===== config.mk =====
export PLATFORM = sky130hd
export DESIGN_NAME = kbd_io_bridge
export DESIGN_NICKNAME = d
export VERILOG_FILES = /design/src/rtl/io_map_pkg.sv /design/src/rtl/ps2_rx.sv /design/src/rtl/kbd_io_bridge.sv
export SDC_FILE = /design/constraint.sdc
export NUM_CORES = 1
export LEC_CHECK = 0
export BUFFER_PORTS_ARGS = -buffer_cell sky130_fd_sc_hd__buf_4
export CAP_MARGIN = 20
export CORE_ASPECT_RATIO = 0.7
export CORE_MARGIN = 2
export CORE_UTILIZATION = 50
export DETAILED_ROUTE_END_ITERATION = 10
export PLACE_DENSITY = 0.8
export SLEW_MARGIN = 20
export SYNTH_ARGS = -nofsm -noshare
export SYNTH_HDL_FRONTEND = slang
export SYNTH_SLANG_ARGS = --single-unit

===== constraint.sdc =====
create_clock -name clk -period 6.67 [get_ports clk]
set_clock_uncertainty 0.15 [all_clocks]
set_input_delay 0.3335 -clock clk [delete_from_list [all_inputs] [get_ports clk]]
set_output_delay 0.3335 -clock clk [all_outputs]
set_load 0.005 [all_outputs]

===== src/rtl/io_map_pkg.sv =====
// Shared address map, status bit layout and PS/2 receiver state encoding.
// No logic; constants and types only.
// Imported by the keyboard bridge and its PS/2 receiver.
package io_map_pkg;

  // Default value of m_addr[31:28] that routes an access to the I/O region
  localparam logic [3:0] IO_NIBBLE_DEF = 4'hA;

  // Byte offsets of the keyboard registers inside the I/O region
  localparam logic [3:0] KBD_DATA   = 4'h0;
  localparam logic [3:0] KBD_STATUS = 4'h4;

  // Bit positions inside the STATUS word
  localparam int ST_NE      = 0;
  localparam int ST_OVF     = 1;
  localparam int ST_PERR    = 2;
  localparam int ST_CNT_LSB = 8;

  // PS/2 receiver frame states
  typedef enum logic [1:0] {
    RX_IDLE   = 2'd0,
    RX_DATA   = 2'd1,
    RX_PARITY = 2'd2,
    RX_STOP   = 2'd3
  } rx_state_t;

endpackage


===== src/rtl/ps2_rx.sv =====
// PS/2 frame receiver: synchronise, de-glitch the PS/2 clock, deserialise 11-bit frames.
// Code is presented in the cycle the stop-bit falling edge is registered (single-cycle pulse).
// No backpressure: the consumer must accept code_valid_o when it pulses.
module ps2_rx
  import io_map_pkg::*;
#(
  parameter int TIMEOUT = 50000
) (
  input  logic       clk,
  input  logic       clrn,
  input  logic       ps2_clk_i,
  input  logic       ps2_data_i,
  output logic [7:0] code_o,
  output logic       code_valid_o,
  output logic       perr_pulse_o
);

  localparam int TW = $clog2(TIMEOUT + 1);

  logic [1:0]  clk_sync_q;
  logic [1:0]  dat_sync_q;
  logic [3:0]  hist_q;
  logic        filt_q;
  logic        filt_d;
  logic        fall_q;
  rx_state_t   state_q;
  logic [2:0]  bitcnt_q;
  logic [7:0]  shift_q;
  logic        par_q;
  logic [TW-1:0] tmo_q;
  logic        tmo_hit;
  logic        frame_ok;
  logic        stop_fall;

  // Filtered PS/2 clock only changes after four agreeing samples
  always_comb begin
    filt_d = filt_q;
    if (hist_q == 4'h0) begin
      filt_d = 1'b0;
    end else if (hist_q == 4'hF) begin
      filt_d = 1'b1;
    end
  end

  // Two-flop synchronisers, clock history filter and registered falling-edge strobe
  always_ff @(posedge clk or negedge clrn) begin
    if (!clrn) begin
      clk_sync_q <= 2'b11;
      dat_sync_q <= 2'b11;
      hist_q     <= 4'hF;
      filt_q     <= 1'b1;
      fall_q     <= 1'b0;
    end else begin
      clk_sync_q <= {clk_sync_q[0], ps2_clk_i};
      dat_sync_q <= {dat_sync_q[0], ps2_data_i};
      hist_q     <= {hist_q[2:0], clk_sync_q[1]};
      filt_q     <= filt_d;
      fall_q     <= filt_q & ~filt_d;
    end
  end

  assign tmo_hit = (tmo_q == TW'(TIMEOUT));

  // Idle-time counter: cleared by every falling edge, saturates at TIMEOUT
  always_ff @(posedge clk or negedge clrn) begin
    if (!clrn) begin
      tmo_q <= '0;
    end else if (fall_q) begin
      tmo_q <= '0;
    end else if (!tmo_hit) begin
      tmo_q <= tmo_q + TW'(1);
    end
  end

  // Frame FSM: one step per filtered falling edge, abandon partial frames on timeout
  always_ff @(posedge clk or negedge clrn) begin
    if (!clrn) begin
      state_q  <= RX_IDLE;
      bitcnt_q <= '0;
      shift_q  <= '0;
      par_q    <= 1'b0;
    end else if (fall_q) begin
      case (state_q)
        RX_IDLE: begin
          if (!dat_sync_q[1]) begin
            state_q  <= RX_DATA;
            bitcnt_q <= '0;
          end
        end
        RX_DATA: begin
          shift_q  <= {dat_sync_q[1], shift_q[7:1]};
          bitcnt_q <= bitcnt_q + 3'd1;
          if (bitcnt_q == 3'd7) begin
            state_q <= RX_PARITY;
          end
        end
        RX_PARITY: begin
          par_q   <= dat_sync_q[1];
          state_q <= RX_STOP;
        end
        default: begin
          state_q <= RX_IDLE;
        end
      endcase
    end else if (tmo_hit && (state_q != RX_IDLE)) begin
      state_q <= RX_IDLE;
    end
  end

  // Stop bit must be 1 and data+parity must carry odd parity
  assign stop_fall    = fall_q && (state_q == RX_STOP);
  assign frame_ok     = dat_sync_q[1] && (^{shift_q, par_q});
  assign code_valid_o = stop_fall && frame_ok;
  assign perr_pulse_o = stop_fall && !frame_ok;
  assign code_o       = shift_q;

endmodule


===== src/rtl/kbd_io_bridge.sv =====
// CPU data-port decoder: data RAM vs keyboard DATA/STATUS registers, plus scan-code FIFO.
// Read data is combinational (same cycle); pops and W1C clears take effect at the cycle end.
// No backpressure: a code arriving while the FIFO is full is dropped and flagged as overflow.
module kbd_io_bridge
  import io_map_pkg::*;
#(
  parameter int         FIFO_DEPTH = 8,
  parameter int         FIFO_AW    = 3,
  parameter int         TIMEOUT    = 50000,
  parameter logic [3:0] IO_NIBBLE  = IO_NIBBLE_DEF
) (
  input  logic        clk,
  input  logic        clrn,
  input  logic [31:0] m_addr,
  input  logic        m_write,
  input  logic        m_read,
  input  logic [31:0] d_t_mem,
  output logic [31:0] d_f_mem,
  input  logic [31:0] dmem_rdata,
  output logic        dmem_we,
  input  logic        ps2_clk,
  input  logic        ps2_data
);

  logic [7:0]       rx_code;
  logic             rx_valid;
  logic             rx_perr;
  logic             io_sel;
  logic             is_data;
  logic             is_stat;
  logic             pop;
  logic             push_ok;
  logic             ovf_set;
  logic             nonempty;
  logic             full;
  logic             clr_ovf;
  logic             clr_perr;
  logic [31:0]      status;
  logic [7:0]       fifo_mem [FIFO_DEPTH];
  logic [FIFO_AW-1:0] wr_ptr_q;
  logic [FIFO_AW-1:0] rd_ptr_q;
  logic [FIFO_AW:0]   count_q;
  logic             ovf_q;
  logic             perr_q;
  logic             unused_ok;

  ps2_rx #(.TIMEOUT(TIMEOUT)) u_rx (
    .clk          (clk),
    .clrn         (clrn),
    .ps2_clk_i    (ps2_clk),
    .ps2_data_i   (ps2_data),
    .code_o       (rx_code),
    .code_valid_o (rx_valid),
    .perr_pulse_o (rx_perr)
  );

  assign io_sel  = (m_addr[31:28] == IO_NIBBLE);
  assign is_data = (m_addr[3:2] == KBD_DATA[3:2]);
  assign is_stat = (m_addr[3:2] == KBD_STATUS[3:2]);
  assign dmem_we = m_write & ~io_sel;

  assign nonempty = (count_q != '0);
  assign full     = (count_q == (FIFO_AW + 1)'(FIFO_DEPTH));
  assign pop      = m_read & io_sel & is_data & nonempty;
  // A pop in the same cycle frees the slot, so a full FIFO can still accept
  assign push_ok  = rx_valid & (~full | pop);
  assign ovf_set  = rx_valid & full & ~pop;
  assign clr_ovf  = m_write & io_sel & is_stat & d_t_mem[ST_OVF];
  assign clr_perr = m_write & io_sel & is_stat & d_t_mem[ST_PERR];

  assign unused_ok = ^{m_addr[27:4], m_addr[1:0], d_t_mem[31:3], d_t_mem[0]};

  // Assemble the STATUS word
  always_comb begin
    status                     = '0;
    status[ST_NE]              = nonempty;
    status[ST_OVF]             = ovf_q;
    status[ST_PERR]            = perr_q;
    status[ST_CNT_LSB +: 4]    = 4'(count_q);
  end

  // Same-cycle read mux: RAM outside the I/O region, keyboard registers inside
  always_comb begin
    d_f_mem = dmem_rdata;
    if (io_sel) begin
      d_f_mem = '0;
      if (is_data && nonempty) begin
        d_f_mem = {24'h0, fifo_mem[rd_ptr_q]};
      end else if (is_stat) begin
        d_f_mem = status;
      end
    end
  end

  // FIFO storage needs no reset: entries are only visible behind a nonzero count
  always_ff @(posedge clk) begin
    if (push_ok) begin
      fifo_mem[wr_ptr_q] <= rx_code;
    end
  end

  // FIFO pointers and occupancy; pointers wrap naturally at the power-of-two depth
  always_ff @(posedge clk or negedge clrn) begin
    if (!clrn) begin
      wr_ptr_q <= '0;
      rd_ptr_q <= '0;
      count_q  <= '0;
    end else begin
      if (push_ok) wr_ptr_q <= wr_ptr_q + FIFO_AW'(1);
      if (pop)     rd_ptr_q <= rd_ptr_q + FIFO_AW'(1);
      count_q <= count_q + (FIFO_AW + 1)'(push_ok) - (FIFO_AW + 1)'(pop);
    end
  end

  // Sticky error flags, write-1-to-clear, a same-cycle set beats the clear
  always_ff @(posedge clk or negedge clrn) begin
    if (!clrn) begin
      ovf_q  <= 1'b0;
      perr_q <= 1'b0;
    end else begin
      ovf_q  <= ovf_set | (ovf_q & ~clr_ovf);
      perr_q <= rx_perr | (perr_q & ~clr_perr);
    end
  end

endmodule


Word level (Yosys, flattened, before mapping)
Memory sizes are Yosys's and may differ from the RTL's.
Index checks and enable logic that the tools add are counted.
Widths: inputs -> output; s select.

word-level totals
  bits in writable memories = 64
  memories = 1
  output and inout bits = 33
  register bits = 52
  bits of input ports = 102

cells by class
  multiplexer cells = 16
  bitwise gates (word level) = 23
  $add $sub $neg = 6
  reductions and logical operators = 19
  equality and inequality tests = 13

memory list
  name      depth  width  rd ports  clocked after Yosys merged registers in  write ports  line                 source
  fifo_mem  8      8      1         0                                        1            kbd_io_bridge.sv:39  logic [7:0] fifo_mem [FIFO_DEPTH];

operators with widths
  operator               number
  $mux 16                2
  $mux 32                1
  $mux 12                2
  $add 16x1->16 const B  1
  $eq 16x16->1 const B   1
  $and 1x1->1            14
  $eq 4x4->1 const B     3
  $add 3x1->3 const B    3
  $reduce_xor 9->1       1
  $mux 2                 4
  $logic_and 1x1->1      6
  $ne 3x3->1 const B     2
  $not 1->1              6
  $pmux 2 s3             1
  $pmux 3 s2             1
  $reduce_and 3->1       2
  $reduce_bool 2->1      3
  $add 4x1->4            1
  $eq 2x1->1 const B     2
  $eq 2x2->1 const B     2
  $logic_not 2->1        2
  $logic_not 4->1        1
  $mux 1                 4
  $reduce_and 2->1       2
  other kinds (8)        10

Logic depth before layout (Yosys ltp)
Gate-level depths: netlist of the first run.

  depth after elaboration = 8
  mapped depth = 11
  depth with buffers taken out = 11

By module
A second synthesis of the first run with hierarchy kept.

second synthesis, totals
  cell total of the unflattened synthesis = 376
  area total of the unflattened synthesis = 5381.4 sq um

by module, submodules not included
  module         cells an instance  seq. area each (sq um)  instances  area each (sq um)
  kbd_io_bridge  214                2222.1                  1          3472.1
  ps2_rx         162                1012.2                  1          1909.3

Least setup slack after synthesis of the first run
Ideal clock, no wire load.

  kind = reg-to-reg
  from = register u_rx.shift_q[1] (netlist: u_rx.code_o[1])
  to = memory fifo_mem[0][0] (enable)
  buffers on the path = 0
  setup slack = 3.832 ns
  arrival time = 2.293 ns
  required time = 6.125 ns
  period minus slack after synthesis = 2.838 ns
  library setup time = 0.395 ns
  stages on the path, launching flop included = 6
  cells stage by stage = dfrtp_1 > xnor2_1 > xnor3_2 > xnor2_4 > nand3_4 > nor4_1

between the ends
  cells in the longest elaborated chain, start to end = 6

RTL lines
  item                          line                 source
  start: declaration            ps2_rx.sv:28         logic [7:0] shift_q;
  start signal: assignment      ps2_rx.sv:91         shift_q <= {dat_sync_q[1], shift_q[7:1]};
  $reduce_xor 9->1              ps2_rx.sv:112        assign frame_ok = dat_sync_q[1] && (^{shift_q, par_q});
  $logic_and 1x1->1             ps2_rx.sv:112
  $logic_and 1x1->1             ps2_rx.sv:113        assign code_valid_o = stop_fall && frame_ok;
  $and 1x1->1                   kbd_io_bridge.sv:66  assign push_ok = rx_valid & (~full | pop);
  $mux 1                        kbd_io_bridge.sv:97  if (push_ok) begin
  $mux 1 (not written as such)  kbd_io_bridge.sv:98  fifo_mem[wr_ptr_q] <= rx_code;
  end: declaration              kbd_io_bridge.sv:39

Every way passes these cells.

Worst setup path after layout of the first run
  from = register u_rx.shift_q[4] (netlist: u_rx.code_o[4])
  to = memory fifo_mem[3][1] (enable)

The elaborated chain is that of the path after synthesis.

==> implementation parameters, run 1 <==
Parameter                              Value

STA
  Upper clock frequency limit ... 321 MHz
  Slew HR ... 33.1%
  Final sum of negative setup slack ... 0 ns
  Post-Route Hold Slack ... 0.128 ns
  RSZ-0062 raised after global routing ... false
  Worst Tran Pin Value ... 1.00 ns
  Finish-stage setup viols ... 0
  Slew Limit Fails ... 0
  Hold violation count in the final report ... 0
  Clock period minus worst slack ... 3.11 ns
  Tcrit/Tclk final ... 46.6%

Critical path
  Category of the worst setup path capture point ... flip-flop
  Max stage delay on crit path ... 0.83 ns
  Reg-to-Reg Start ... u_rx.code_o[4]$_DFFE_PN0P_
  Sequence of cells on the critical path ... xnor2_1 > xnor3_2 > xnor2_4 > nand4_1 > nor2_1
  Number of cells on the worst reg-to-reg path ... 5
  Worst R2R End ... fifo_mem[3][1]$_DFFE_PP_
  Required time of the worst setup path ... 6.54 ns
  Worst Setup Path Type ... reg -> reg
  Max stage delay cell, worst path ... sky130_fd_sc_hd__nor2_1
  Worst EP arrival ... 2.98 ns
  Worst R2R Setup Slack ... 3.56 ns
  Startpoint kind of the worst setup timing path ... flip-flop
  Cell family contributing the most delay on the critical path ... simple AND/OR/NAND/NOR gates
  Number of buffers and inverters on the critical path ... 0
  Highest fanout seen on the critical path ... 11

Power and ir drop
  Leakage power ... 0.00278 uW
  Max VDD drop ... 0.149 mV
  Pwr per Cell Area ... 290 nW/um2
  Overall Power ... 1940 uW

Worst hold path
  Class of the most critical hold timing path ... in -> reg
  Capture endpoint of the worst hold path ... ovf_q$_DFF_PN0_
  Worst hold path stage count ... 4
  Worst Hold Launch ... m_write

Clocking
  Post-CTS setup-driven buffer insertion count ... 0
  TritonCTS clock tree ... yes
  Clock slew at reported path FFs ... 0.05 ns
  Cts repair resizes ... 0
  Root Buffer ... sky130_fd_sc_hd__clkbuf_16
  Clk Latency, worst-skew pair ... 0.40 ns
  # clock sinks ... 116
  Buffer depth of the longest clock path ... 2
  Hold Buf Count CTS ... 3
  CTS buffer count ... 17
  Count of H-tree levels built during CTS ... 4

GRT
  First-pass GRT wire length ... 17200 um
  Via count of the first global-routing pass ... 3379
  Maximum number of pins on one net before global-route repair ... 53
  Overflow left after global routing ... 0
  Antenna violations before repair ... 0
  Global Route Usage Sum ... 20.0%

Synthesis
  Synth top area share ... 36.1%
  Most common flop cell mapped by yosys ... sky130_fd_sc_hd__edfxtp_1
  Synth cell types ... 54
  Flip-flop and latch count after synthesis ... 116
  Cell taking the most area after synthesis ... sky130_fd_sc_hd__edfxtp_1
  Fraction of synthesis flops using an asynchronous set or reset pin ... 44.8%
  Count of flip-flops with a built-in enable after synthesis ... 64
  Number of warnings reported in the yosys synthesis log ... 0
  Net count after synthesis ... 495
  Cell types occupying the most area after synthesis ... sky130_fd_sc_hd__edfxtp_1 36%, sky130_fd_sc_hd__dfrtp_1 20%, sky130_fd_sc_hd__mux4_2 6.8%, sky130_fd_sc_hd__dfstp_2 4.4%, sky130_fd_sc_hd__ha_1 3.8%
  Sequential cell area fraction in the yosys report ... 60.8%
  Gate count of the mapped netlist ... 376
  Syn Area/Cell ... 14.1 um2
  Cell Area, Synth ... 5320 um2

Die
  Die H ... 90.3 um
  Full die area ... 11500 um2
  Initial standard-cell utilization of the core ... 51.3%
  Boundary Pins ... 135
  Number of rows in the core area ... 31
  Std-Cell Core Area ... 10400 um2
  Die span in x ... 127 um

Finish
  Growth of design area from synthesis to finish ... 25.4%
  Ant diodes ... 0
  Post-layout util ... 64.4%
  Number of standard cells in the final layout excluding fillers ... 615
  Layout Nets ... 589
  Share of cells above drive strength 1 ... 33.3%

Detailed routing
  Detailed-route wire length per cell ... 17.4 um
  Via count normalized by instance count ... 5.41
  Number of detailed-route iterations in the first pass ... 5
  Iter 0 DRT Violations ... 255
  Aggregate routed wire length ... 10700 um
  Antenna viol nets, final ... 0
  Residual DRC count ... 0
  Via count ... 3329

Placed design
  Half-perimeter wire length after placement ... 7100 um
  Instance count after placement with tap cells included ... 580
  Buffers added on ports ... 78
  Routability Congestion ... 0.809

Run
  Number of max-cap violations ... 0

Run status
  Outcome ... finished, final reports clean
-- cell usage after synthesis (2+ instances only) --
cell type	instances
sky130_fd_sc_hd__nand4_1	4
sky130_fd_sc_hd__ha_1	16
sky130_fd_sc_hd__mux2_2	12
sky130_fd_sc_hd__nor2b_1	4
sky130_fd_sc_hd__buf_1	2
sky130_fd_sc_hd__and3_1	3
sky130_fd_sc_hd__mux4_2	16
sky130_fd_sc_hd__nor2_1	24
sky130_fd_sc_hd__clkbuf_1	6
sky130_fd_sc_hd__or3_1	2
sky130_fd_sc_hd__dfstp_2	9
sky130_fd_sc_hd__nor4_1	2
sky130_fd_sc_hd__xor2_1	11
sky130_fd_sc_hd__inv_1	15
sky130_fd_sc_hd__a22o_1	2
sky130_fd_sc_hd__xnor2_1	13
sky130_fd_sc_hd__a21oi_1	8
sky130_fd_sc_hd__edfxtp_1	64
sky130_fd_sc_hd__nand2b_1	3
sky130_fd_sc_hd__nor3_1	5
sky130_fd_sc_hd__nand3b_1	2
sky130_fd_sc_hd__buf_2	4
sky130_fd_sc_hd__and2_1	21
sky130_fd_sc_hd__mux2i_1	8
sky130_fd_sc_hd__nand2_1	29
sky130_fd_sc_hd__o21ai_0	8
sky130_fd_sc_hd__dfrtp_1	43
sky130_fd_sc_hd__and4_1	4
sky130_fd_sc_hd__nand3_1	11
-- metrics by stage --
| step | area, um2 | setup slack (ns) |
|---|---|---|
| finish | 6670 | 3.56 |
| global route | 6670 | 3.46 |
| CTS | 6670 | 3.55 |
| detailed placement | 6070 | 3.40 |
| global placement | 6070 | 3.51 |
| floorplan | 5320 | 3.83 |
-- state kept, by name, indices dropped and copies added, names as in the netlist, 3 cells and up --
name	cells
fifo_mem	64
u_rx.tmo_q	16
u_rx.code_o	8
count_q	4
u_rx.hist_q	4
rd_ptr_q	3
u_rx.bitcnt_q	3
wr_ptr_q	3
-- report_power, final --
| part | total (uW) | switching, uW | leakage (uW) | internal (uW) |
|---|---|---|---|---|
| clock | 858 | 312 | 0.000260 | 546 |
| sequential | 839 | 47.7 | 0.00128 | 792 |
| combinational | 238 | 108 | 0.00124 | 130 |
| total | 1940 | 468 | 0.00278 | 1470 |
-- worst register-to-register path, delay by kind of cell, from the launching register on --
kind                      cells  cell delay, ns
xor gates and xnor gates      3            0.93
DFF                           1            0.60
and+or+nand+nor               2            1.06
-- worst max path at each step --
stage                                           from                        to  depth (start not counted)
after floorplan           u_rx.code_o[1]$_DFFE_PN0P_  fifo_mem[0][0]$_DFFE_PP_                          5
after global placement                    m_addr[28]  fifo_mem[3][3]$_DFFE_PP_                          6
after detailed placement                  m_addr[28]  fifo_mem[3][3]$_DFFE_PP_                          6
after CTS                 u_rx.code_o[4]$_DFFE_PN0P_  fifo_mem[3][7]$_DFFE_PP_                          5
after global routing      u_rx.code_o[4]$_DFFE_PN0P_  fifo_mem[3][7]$_DFFE_PP_                          5
final                     u_rx.code_o[4]$_DFFE_PN0P_  fifo_mem[3][1]$_DFFE_PP_                          5
-- layer usage --
metal | up-vias | global-route usage [%] | routed length, um
li1 | 1557 | - | -
met1 | 1634 | 26.0 | 4500
met2 | 127 | 32.0 | 5120
met3 | 11 | 5.75 | 906
met4 | 0 | 7.69 | 138
met5 | - | 0 | 0
-- final cells by class --
cell class	count	area, um2
Sequential cell	116	3230
Timing Repair Buffer	87	661
Fill cell	741	3690
Multi-Input combinational cell	233	1980
Tap cell	132	165
Clock buffer	19	433
Inverter	15	56.3
Clock inverter	13	136
-- cells by family after synthesis --
family / Yosys count / synth area share [%]
and+or+nand+nor: 125 / 13.6
xor gates and xnor gates: 27 / 5.22
adders and majority gates: 17 / 4.14
DFF: 116 / 60.8
muxes: 37 / 11.1
AOI/OAI and AO/OA: 27 / 3.13
buffers and inverters: 27 / 2.00
-- cell usage in the layout, fill, tap and decap left out, drive strengths merged, types with 3 or more instances in the layout --
| cell | Yosys | final |
|---|---|---|
| buf | 6 | 84 |
| edfxtp | 64 | 64 |
| dfrtp | 43 | 43 |
| nand2 | 29 | 29 |
| nor2 | 24 | 24 |
| and2 | 21 | 21 |
| clkbuf | 6 | 19 |
| mux4 | 16 | 16 |
| ha | 16 | 16 |
| inv | 15 | 15 |
| xnor2 | 15 | 15 |
| mux2 | 13 | 13 |
| nand3 | 12 | 12 |
| xor2 | 11 | 11 |
| dfstp | 9 | 9 |
| a21oi | 8 | 8 |
| mux2i | 8 | 8 |
| o21ai | 8 | 8 |
| clkinv | 0 | 6 |
| clkinvlp | 0 | 5 |
| nor3 | 5 | 5 |
| nor2b | 4 | 4 |
| nand4 | 4 | 4 |
| and4 | 4 | 4 |
| and3 | 4 | 4 |
| nand2b | 3 | 3 |
| dlygate4sd3 | 0 | 3 |
No activity file was read; power rests on OpenSTA's default activity.
==> run 2, diff against run 1 <==
- clock period: 6.67 -> 3.1 ns (I/O delays scaled with it)
==> run 2 against run 1 <==
Via count increased by 1.7%. Sequential share of layout area shrank 0.44 points. Wire length rose by 4.6%. Highest routed layer unchanged.
==> implementation parameters, run 2 (synthesis results as in run 1) <==
Parameter                              Value

GRT
  Via count of the first global-routing pass ... 3487 (+3.2%)
  Overflow left after global routing ... 0 (unchanged)
  Global Route Usage Sum ... 20.6% (+0.60 points)
  First-pass GRT wire length ... 17800 um (+3.7%)
  Antenna violations before repair ... 0 (unchanged)
  Maximum number of pins on one net before global-route repair ... 53 (unchanged)

Finish
  Post-route cell area ... 6730 um2 (+0.92%)
  Layout Nets ... 600 (+1.9%)
  Highest-count cells in the layout ignoring fill and taps ... 91 x sky130_fd_sc_hd__buf_4, 64 x sky130_fd_sc_hd__edfxtp_1, 43 x sky130_fd_sc_hd__dfrtp_1, 29 x sky130_fd_sc_hd__nand2_1, 24 x sky130_fd_sc_hd__nor2_1
  Ant diodes ... 0 (unchanged)
  Max FFs per register ... 64 (unchanged)
  Growth of design area from synthesis to finish ... 26.5%
  Register bank with the most flops ... fifo_mem
  Most common cell after layout, fill and taps aside ... sky130_fd_sc_hd__buf_4
  Share of cells above drive strength 1 ... 33.2% (-0.13 points)
  Post-layout util ... 65.0% (+0.59 points)

Clocking
  TritonCTS clock tree ... yes
  CTS buffer count ... 17 (unchanged)
  Cts repair resizes ... 0 (unchanged)
  # clock sinks ... 116 (unchanged)
  Count of H-tree levels built during CTS ... 4 (unchanged)
  Root Buffer ... sky130_fd_sc_hd__clkbuf_16
  Buffer depth of the longest clock path ... 2 (unchanged)
  Clock slew at reported path FFs ... 0.05 ns (about the same)
  Clk Latency, worst-skew pair ... 0.41 ns (about the same)

Die
  Die span in x ... 127 um (unchanged)
  Std-Cell Core Area ... 10400 um2 (unchanged)
  Initial standard-cell utilization of the core ... 51.3% (unchanged)
  Boundary Pins ... 135 (unchanged)
  Full die area ... 11500 um2 (unchanged)
  Die H ... 90.3 um (unchanged)
  Number of rows in the core area ... 31 (unchanged)

Run
  Number of max-cap violations ... 0 (unchanged)

Critical path
  Worst EP arrival ... 2.96 ns (-0.02 ns)
  Max stage delay cell, worst path ... sky130_fd_sc_hd__dfrtp_1
  Required time of the worst setup path ... 3.24 ns (-3.30 ns)
  Sequence of cells on the critical path ... xnor2_1 > xnor3_2 > xnor2_4 > nand3_4 > inv_1 > ha_1 > inv_1 > fa_1 > xnor2_1
  Highest fanout seen on the critical path ... 11 (unchanged)
  Startpoint kind of the worst setup timing path ... flip-flop
  Number of buffers and inverters on the critical path ... 2 (+2)
  Max stage delay on crit path ... 0.60 ns (-0.23 ns)
  Worst Setup Path Type ... reg -> reg
  Category of the worst setup path capture point ... flip-flop
  Cell family contributing the most delay on the critical path ... XOR/XNOR gates
  Worst R2R Setup Slack ... 0.28 ns (-3.28 ns)

Power and ir drop
  Leakage power ... 0.00283 uW (+1.9%)
  Pwr per Cell Area ... 611 nW/um2 (+110%)
  Max VDD drop ... 0.426 mV (+190%)

Detailed routing
  Via count ... 3386 (+1.7%)
  Number of detailed-route iterations in the first pass ... 4 (-1)
  Iter 0 DRT Violations ... 296 (+16%)
  Residual DRC count ... 0 (unchanged)
  Detailed-route wire length per cell ... 17.8 um (+2.8%)
  Antenna viol nets, final ... 0 (unchanged)
  Via count normalized by instance count ... 5.41 (about the same)
  Aggregate routed wire length ... 11200 um (+4.6%)

STA
  Tcrit/Tclk final ... 91.0% (+44 points)
  Worst Tran Pin Value ... 0.688 ns (-0.313 ns)
  Finish-stage setup viols ... 0 (unchanged)
  Final worst-path setup slack ... 0.278 ns (-3.28 ns)
  Slew HR ... 54.2% (+21 points)
  RSZ-0062 raised after global routing ... false
  Final sum of negative setup slack ... 0 ns (unchanged)
  Upper clock frequency limit ... 354 MHz (+10%)
  Slew Limit Fails ... 0 (unchanged)
  Hold violation count in the final report ... 0 (unchanged)
  Clock period minus worst slack ... 2.82 ns (-0.289 ns)

Placed design
  Post-placement cell area ... 6110 um2 (+0.78%)
  Half-perimeter wire length after placement ... 7340 um (+3.4%)
  Buffers added on ports ... 78 (unchanged)
  Routability Congestion ... 0.811 (+0.17%)
  Pre-CTS setup slack ... 0.322 ns (-3.07 ns)

Run status
  Outcome ... finished, final reports clean

Worst hold path
  Class of the most critical hold timing path ... in -> reg
-- run 2: cell types whose count changed in the layout (fill, tap and decap cells not counted), sizes merged --
cell         delta
clkinvlp        -5
clkinv          -2
clkbuf          +8
dlygate4sd3     +4
bufinv          -1
buf             +7
-- run 2: area by class of cell --
type,count,area (um2)
well taps,132,165
flip-flops and latches,116,3230
fillers,710,3630
clock buffers,27,493
repair buffers,98,753
multi-input cells,233,1980
inverters,15,56.3
clock inverters,5,50.0
-- run 2: what timing repair did --
item | 4_1_cts | 5_1_grt
buffers inserted | 0 | 0
hold endpoints to repair | 47 | 0
hold buffers | 7 | 0
-- run 2: where the power goes --
| group | internal [uW] | switching (uW) | total, uW |
|---|---|---|---|
| logic | 282 | 210 | 493 |
| clock network | 1160 | 640 | 1800 |
| registers | 1700 | 118 | 1820 |
-- run 2: metal layers --
metal  vias to the layer above  track usage (%)  wire, um
li1                       1577                -         -
met1                      1665             26.9      4720
met2                       137             33.4      5390
met3                         7             6.10       989
met4                         0             6.59        71
met5                         -                0         0
-- run 2: worst paths after layout --
check	from	endpoint	depth (start not counted)
setup / recovery	u_rx.code_o[4]$_DFFE_PN0P_	count_q[2]$_DFF_PN0_	9
hold / removal	m_read	rd_ptr_q[0]$_DFFE_PN0P_	3
setup reg to reg	u_rx.code_o[4]$_DFFE_PN0P_	count_q[2]$_DFF_PN0_	9
hold reg to reg	u_rx.dat_sync_q[0]$_DFF_PN1_	u_rx.dat_sync_q[1]$_DFF_PN1_	0
max in group asynchronous	clrn	u_rx.code_o[3]$_DFFE_PN0P_	2
min in group asynchronous	clrn	u_rx.tmo_q[13]$_DFFE_PN0P_	2
-- run 2: tightest hold or removal path, cell delays in order --
cell	delay (ns)
sky130_fd_sc_hd__buf_4	0.11
sky130_fd_sc_hd__nor4b_4	0.14
sky130_fd_sc_hd__xor2_1	0.13
-- run 2: metrics by stage --
step | hold WS (ns) | std cells | total power (uW)
6_report | 0.0184 | 626 | 4110
5_1_grt | 0.0270 | 626 | 4280
4_1_cts | 0.0120 | 626 | 4150
3_5_place_dp | 0.0837 | 587 | 2340
3_3_place_gp | 0.0648 | 587 | 2310
2_1_floorplan | -0.291 | 376 | 2150
